### src/rtl/coefficient_store.sv
// Four-entry FIR coefficient store with loader busy handshake (modwait).
// Define COEFF_STORE_ERR_EN to enable the sticky err flag for loads seen while busy.
module coefficient_store #(
    parameter int BUSY_CYCLES = 2
) (
    input  logic        clk,
    input  logic        n_rst,
    input  logic        load_coeff,
    input  logic [1:0]  coefficient_num,
    input  logic [15:0] coeff_data,
    output logic        modwait,
    output logic [15:0] f0_coeff,
    output logic [15:0] f1_coeff,
    output logic [15:0] f2_coeff,
    output logic [15:0] f3_coeff,
    output logic        all_loaded,
    output logic        err
);

    typedef enum logic [1:0] {
        IDLE = 2'b00,
        BUSY = 2'b01
    } state_t;

    localparam logic [3:0] CNT_INIT = 4'(BUSY_CYCLES - 1);

    state_t     state;
    logic [3:0] busy_cnt;
    logic [3:0] mask;
    logic [3:0] mask_next;

    // Index 0 starts a fresh set; later indices accumulate.
    always_comb begin
        mask_next = mask | (4'b0001 << coefficient_num);
        if (coefficient_num == 2'd0) begin
            mask_next = 4'b0001;
        end
    end

    always_ff @(posedge clk or negedge n_rst) begin
        if (!n_rst) begin
            state      <= IDLE;
            busy_cnt   <= 4'd0;
            modwait    <= 1'b0;
            f0_coeff   <= 16'h0000;
            f1_coeff   <= 16'h0000;
            f2_coeff   <= 16'h0000;
            f3_coeff   <= 16'h0000;
            mask       <= 4'b0000;
            all_loaded <= 1'b0;
        end else begin
            case (state)
                IDLE: begin
                    if (load_coeff) begin
                        case (coefficient_num)
                            2'd0:    f0_coeff <= coeff_data;
                            2'd1:    f1_coeff <= coeff_data;
                            2'd2:    f2_coeff <= coeff_data;
                            default: f3_coeff <= coeff_data;
                        endcase
                        mask       <= mask_next;
                        all_loaded <= &mask_next;
                        state      <= BUSY;
                        busy_cnt   <= CNT_INIT;
                        modwait    <= 1'b1;
                    end
                end
                BUSY: begin
                    if (busy_cnt == 4'd0) begin
                        state   <= IDLE;
                        modwait <= 1'b0;
                    end else begin
                        busy_cnt <= busy_cnt - 4'd1;
                    end
                end
                default: begin
                    state    <= IDLE;
                    busy_cnt <= 4'd0;
                    modwait  <= 1'b0;
                end
            endcase
        end
    end

`ifdef COEFF_STORE_ERR_EN
    always_ff @(posedge clk or negedge n_rst) begin
        if (!n_rst) begin
            err <= 1'b0;
        end else if (state == BUSY && load_coeff) begin
            err <= 1'b1;
        end
    end
`else
    assign err = 1'b0;
`endif

endmodule

### config.mk
export PLATFORM = sky130hd
export DESIGN_NAME = coefficient_store
export DESIGN_NICKNAME = d
export VERILOG_FILES = /design/src/rtl/coefficient_store.sv
export SDC_FILE = /design/constraint.sdc
export NUM_CORES = 1
export LEC_CHECK = 0
export CORE_AREA = 3 3 87 109
export CTS_CLUSTER_DIAMETER = 80
export DETAILED_ROUTE_END_ITERATION = 10
export DIE_AREA = 0 0 90 112
export GPL_TIMING_DRIVEN = 0
export SLEW_MARGIN = 15
export SYNTH_ARGS = -nofsm -noshare
export SYNTH_HDL_FRONTEND = slang
export SYNTH_SLANG_ARGS = --single-unit
### constraint.sdc
create_clock -name clk -period 1.9 [get_ports clk]
set_input_delay 0.38 -clock clk [delete_from_list [all_inputs] [get_ports clk]]
set_output_delay 0.38 -clock clk [all_outputs]
set_load 0.1 [all_outputs]
==> results.toml, run 1 <==
[sta]
fmax_mhz = 551
final.setup.tns_ps = 0
worst_pin_slew_ps = 568
rsz0062_at_grt = "false"
finalSetupViolCount = 0
finClkSkew_ps = 8.25
fin_ws_ps = 85.1
hold_ws_ps = 469
period_minus_slack_ps = 1810
slew_violations = 0
slew_headroom_pct = 62.3
hold_viol = 0
fin_crit_sh_pct = 95.5

[cts]
clk_latency_ps = 340
clkSinkCount = 74
htree_num_levels = 3
cts_tree = "built"
numCtsBuffers = 9
clk_path_buf_depth = 2
cts-root-buf = "clkbuf_8"
path_clk_slew_ps = 70

[layout]
antennaDiodeCount = 0
drive_above_1_share_pct = 56.3
fillers = 816
fin_nets = 313
seq_area_um2 = 1860
multi_input_area_um2 = 1010
synthToLayoutAreaGrowth_pct = 45.6
fin_area_um2 = 4300

[setup_path]
worstSetupStartpointType = "input pin"
startpoint = "load_coeff"
worstRegToRegCells = 6
arrival_ps = 2040
critical_path_class = "in2reg"
worstPathRequired_ps = 2120
cp-end-kind = "flop"
reg2reg_slack_ps = 130
cp_max_fo = 10
rr_endpoint = "f1_coeff[13]"
r2r_start = "state[0]"

[yosys]
syn_area_um2 = 2960
synth.distinct_cells = 33
avgSynthCellArea_um2 = 15.7
synth_area_leader_cell = "dfrtp_1"
synth_top_area_share_pct = 62.7
syn_nets = 211
yosysSeqAreaShare_pct = 62.7
ys_ff_latch = 74
synthCells = 188
yosysWarnings = 0
synthTopCellsByArea = "dfrtp_1 (63%), mux2_2 (24%), buf_6 (1.9%), nor3_4 (1.1%), ha_1 (0.85%)"

[die]
io_pins = 88
core_area_um2 = 8650
initial_core_util_pct = 34.2
rows = 38
die_x_um = 90
die_area_um2 = 10100
die_h_um = 112

[drt]
wl_per_cell_um = 15.8
vias = 1819
dr.pass1.iters = 4
antenna_left = 0
drt_iter0_markers = 59
drc = 0
postRouteWirelength_mm = 6.54
viasPerCell = 4.38

[run_status]
status = "finished clean"

[global_route]
overflow = 0
grt_util_all_layers_pct = 13.6
grt_max_degree = 54
grt_pass1_vias = 1882
antenna_found_initial = 0
grt_pass1_wl_mm = 10.5

[placement]
dp.final_hpwl_mm = 4.53
portBuffers = 85
dp_slack_ps = -482
dpl_cell_area_um2 = 3990
place.gp.congestion = 0.669

[run]
cap_violations = 0

[worst_hold_path]
hp-class = "reg2reg"
hold_depth = 1
min_from = "mask[0]"
hold_end = "mask[0]"
## worst max-delay path, stage by stage
cell and delay [ps]:
clkdlybuf4s50_1 550, nor2b_4 240, and3_2 210, buf_6 140, buf_6 180, mux2_2 340
## synth_stat cells, drive strengths merged
master,count
clkbuf,1
nand2b,4
nor2,4
nor2b,2
inv,4
conb,1
a211oi,1
nor3,3
nand4b,1
or2,1
ha,2
and3,1
o22ai,1
dfrtp,74
nand3,3
o21ai,5
a21oi,2
o211ai,1
mux2i,1
o211a,1
mux2,65
buf,7
nor4bb,1
nand2,2
## routing by layer
metal  part of all wire (%)  vias to the layer above  wire (um)  track usage [%]
met4                    1.4                        0         89             5.52
met1                     40                      908       2650             16.5
li1                       -                      861          -                -
met5                      0                        -          0                0
met3                    4.8                        6        317             4.46
met2                     53                       44       3490             22.3
## repair_timing
item | CTS | global route
hold buffers | 1 | 0
endpoints found under the setup margin | 82 | 0
resized for setup | 198 | 0
endpoints found under the hold margin | 21 | 0
setup buffers | 4 | 0
## kinds of logic after synthesis
| logic type | synth area share (%) |
|---|---|
| flip-flops | 62.7 |
| multiplexers | 25.2 |
| AND/OR/NAND/NOR | 5.59 |
| buffers and inverters | 3.30 |
| AO/OA/AOI/OAI | 2.24 |
| adder cells (fa/ha/maj) | 0.847 |
| other | 0.127 |
## cell type report
cell class | instances | area share, %
timing repair buffer | 91 | 23.2
buffer | 8 | 1.92
clock buffer | 11 | 3.05
multi-input combinational | 102 | 23.4
tap | 120 | 3.49
inverter | 4 | 0.349
clock inverter | 5 | 1.48
sequential | 74 | 43.1
## worst max path at each step
stage	end	slack (ps)	depth (start not counted)
after global routing	f1_coeff[7]	50	6
after CTS	f1_coeff[6]	90	6
final	f1_coeff[13]	90	6
after floorplan	f0_coeff[10]	-3	5
after detailed placement	f2_coeff[5]	-480	5
after global placement	state[0]	-2720	1
## sequential cells by signal (all words and copies together) (netlist names)
name,count
f3_coeff,16
state,1
busy_cnt,4
all_loaded,1
f2_coeff,16
f1_coeff,16
f0_coeff,16
mask,4
## placed cells by master, fill, tap and decap left out, types with 2 or more instances in the layout
| cell type | netlist | routed |
|---|---|---|
| buf_6 | 5 | 5 |
| clkbuf_8 | 1 | 10 |
| nor2_1 | 4 | 4 |
| nand3_1 | 2 | 2 |
| mux2_1 | 2 | 2 |
| inv_1 | 3 | 3 |
| nor3_4 | 2 | 2 |
| a21oi_1 | 2 | 2 |
| clkbuf_1 | 0 | 2 |
| dfrtp_1 | 74 | 73 |
| buf_4 | 1 | 6 |
| mux2_2 | 62 | 62 |
| o21ai_0 | 5 | 5 |
| clkdlybuf4s15_2 | 0 | 66 |
| nand2_1 | 2 | 2 |
| nand2b_1 | 3 | 3 |
| clkinv_4 | 0 | 2 |
| ha_1 | 2 | 2 |
| clkdlybuf4s50_1 | 0 | 18 |
## through the flow
stage / utilization [%] / cells
floorplan: - / 188
global placement: 45.8 / 393
detailed placement: 46.1 / 394
CTS: 49.7 / 415
global route: 49.7 / 415
finish: 49.7 / 415
Power of run 1 is not shown: default switching activity piles up to over one toggle a cycle in this logic, so the estimate is an artifact.
==> run 2: changes to the inputs <==
- clock period: 1.9 -> 2 ns (I/O delays scaled with it)
==> run 2 against run 1 <==
Compared with the run above:
- setup slack lost 39 ps
- sequential share of layout area grew 0.69 points
- core utilization shrank 0.85 points
- clock-buffer cell count decreased by 1
- global-route usage is 0.28 points lower
- routed wire length shrank 1.6%
- critical path depth decreased by 5
- via count up 2.4%
- cell area shrank 1.7%
- die area is the same
- non-clock buffer count grew 3
- highest routed layer unchanged
==> results.toml, run 2 (synthesis results as in run 1) <==
[run_status]
status = "finished clean"

[drt]
wl_per_cell_um = 15.4
viasPerCell = 4.46
drt_iter0_markers = 50
vias = 1863
drc = 0
antenna_left = 0
dr.pass1.iters = 4
postRouteWirelength_mm = 6.44

[die]
io_pins = 88
core_area_um2 = 8650
die_x_um = 90
die_area_um2 = 10100
die_h_um = 112
rows = 38
initial_core_util_pct = 34.2

[sta]
finClkSkew_ps = 6.80
slew_headroom_pct = 34.1
fin_ws_ps = 45.7
finalSetupViolCount = 0
rsz0062_at_grt = "false"
slew_violations = 0
period_minus_slack_ps = 1950
fmax_mhz = 512
fin_crit_sh_pct = 97.7
worst_pin_slew_ps = 993
hold_viol = 0

[placement]
dp_slack_ps = -384
portBuffers = 85
place.gp.congestion = 0.661
dp.final_hpwl_mm = 4.54
placedCellCount = 394

[layout]
drive_above_1_share_pct = 35.2
antennaDiodeCount = 0
final_cell_mix = "dfrtp_1 (73), mux2_2 (62), clkdlybuf4s15_1 (37)"
fillers = 827
final_common_cell = "dfrtp_1"
stdcell_count = 418
fin_nets = 316
synthToLayoutAreaGrowth_pct = 43.1

[cts]
cts-root-buf = "clkbuf_8"
holdBufCountCts = 0
clkSinkCount = 74
path_clk_slew_ps = 80
clk_latency_ps = 340
cts_tree = "built"
numCtsBuffers = 9
htree_num_levels = 3
clk_path_buf_depth = 2

[global_route]
grt_pass1_wl_mm = 10.5
overflow = 0
grt_pass1_vias = 1962
antenna_found_initial = 0
grt_max_degree = 39
grt_util_all_layers_pct = 13.3

[setup_path]
crit_slowest_cell = "dlygate4sd2_1"
rr_endpoint = "f0_coeff[10]"
cpPeakStageDelay_ps = 870
crit_chain = "dlygate4sd2_1"
cp_max_fo = 2
startpoint = "f3_coeff[2]"
endpoint = "f3_coeff[2]"
arrival_ps = 1550
worstSetupStartpointType = "flop"
cp-end-kind = "output port"
cp.depth = 1
crit_buf_inv = 1
r2r_start = "state[0]"
critPathTopFamily = "buffers and inverters"
critical_path_class = "reg2out"
worstRegToRegCells = 5
worstPathRequired_ps = 1600
reg2reg_slack_ps = 290

[worst_hold_path]
hp-class = "in2async"

[run]
cap_violations = 0
[run 2: cell types whose count changed in the layout (fill, tap and decap cells not counted), moves of 2 or more]
| cell | change |
|---|---|
| clkdlybuf4s15_2 | -66 |
| clkdlybuf4s15_1 | +37 |
| dlygate4sd2_1 | +29 |
| buf_4 | +3 |
| buf_12 | +2 |
[run 2: timing repair]
action / CTS / global route
pin swaps: 1 / 2
gates resized for setup: 67 / 36
buffers inserted: 0 / 8
endpoints found under the setup margin: 72 / 49
[run 2: routing by layer]
metal	vias up	part of all wire, %	track usage (%)
li1	866	-	-
met1	940	42	16.2
met2	48	52	22.3
met3	9	5.0	4.12
met4	0	1.4	4.90
met5	-	0	0
[run 2: worst min-delay path by stage]
stage            start          end  cells after the start
2_1_floorplan    n_rst   all_loaded                      0
3_3_place_gp   mask[0]      mask[0]                      1
3_5_place_dp     n_rst  f2_coeff[1]                      1
4_1_cts          n_rst  f2_coeff[1]                      1
5_1_grt          n_rst  f2_coeff[1]                      1
6_report         n_rst  f2_coeff[1]                      1
[run 2: per-stage QoR]
stage	util [%]	area, um2	hold slack, ps	setup TNS [ps]
3_3_place_gp	45.7	3960	448	-167880
4_1_cts	47.5	4110	10.4	0
5_1_grt	48.9	4230	13.3	0
2_1_floorplan	-	2960	104	0
3_5_place_dp	45.9	3980	393	-11080
6_report	48.9	4230	8.57	0
[run 2: cell type report]
class	instances	area [um2]	share of cell area (%)
well taps	120	150	3.55
clock inverters	6	90.1	2.13
inverters	4	15.0	0.355
flip-flops and latches	74	1850	43.8
clock buffers	10	128	3.02
plain buffers	8	82.6	1.95
multi-input cells	102	1010	23.8
repair buffers	94	905	21.4
Power of run 2 is left out for the same reason.
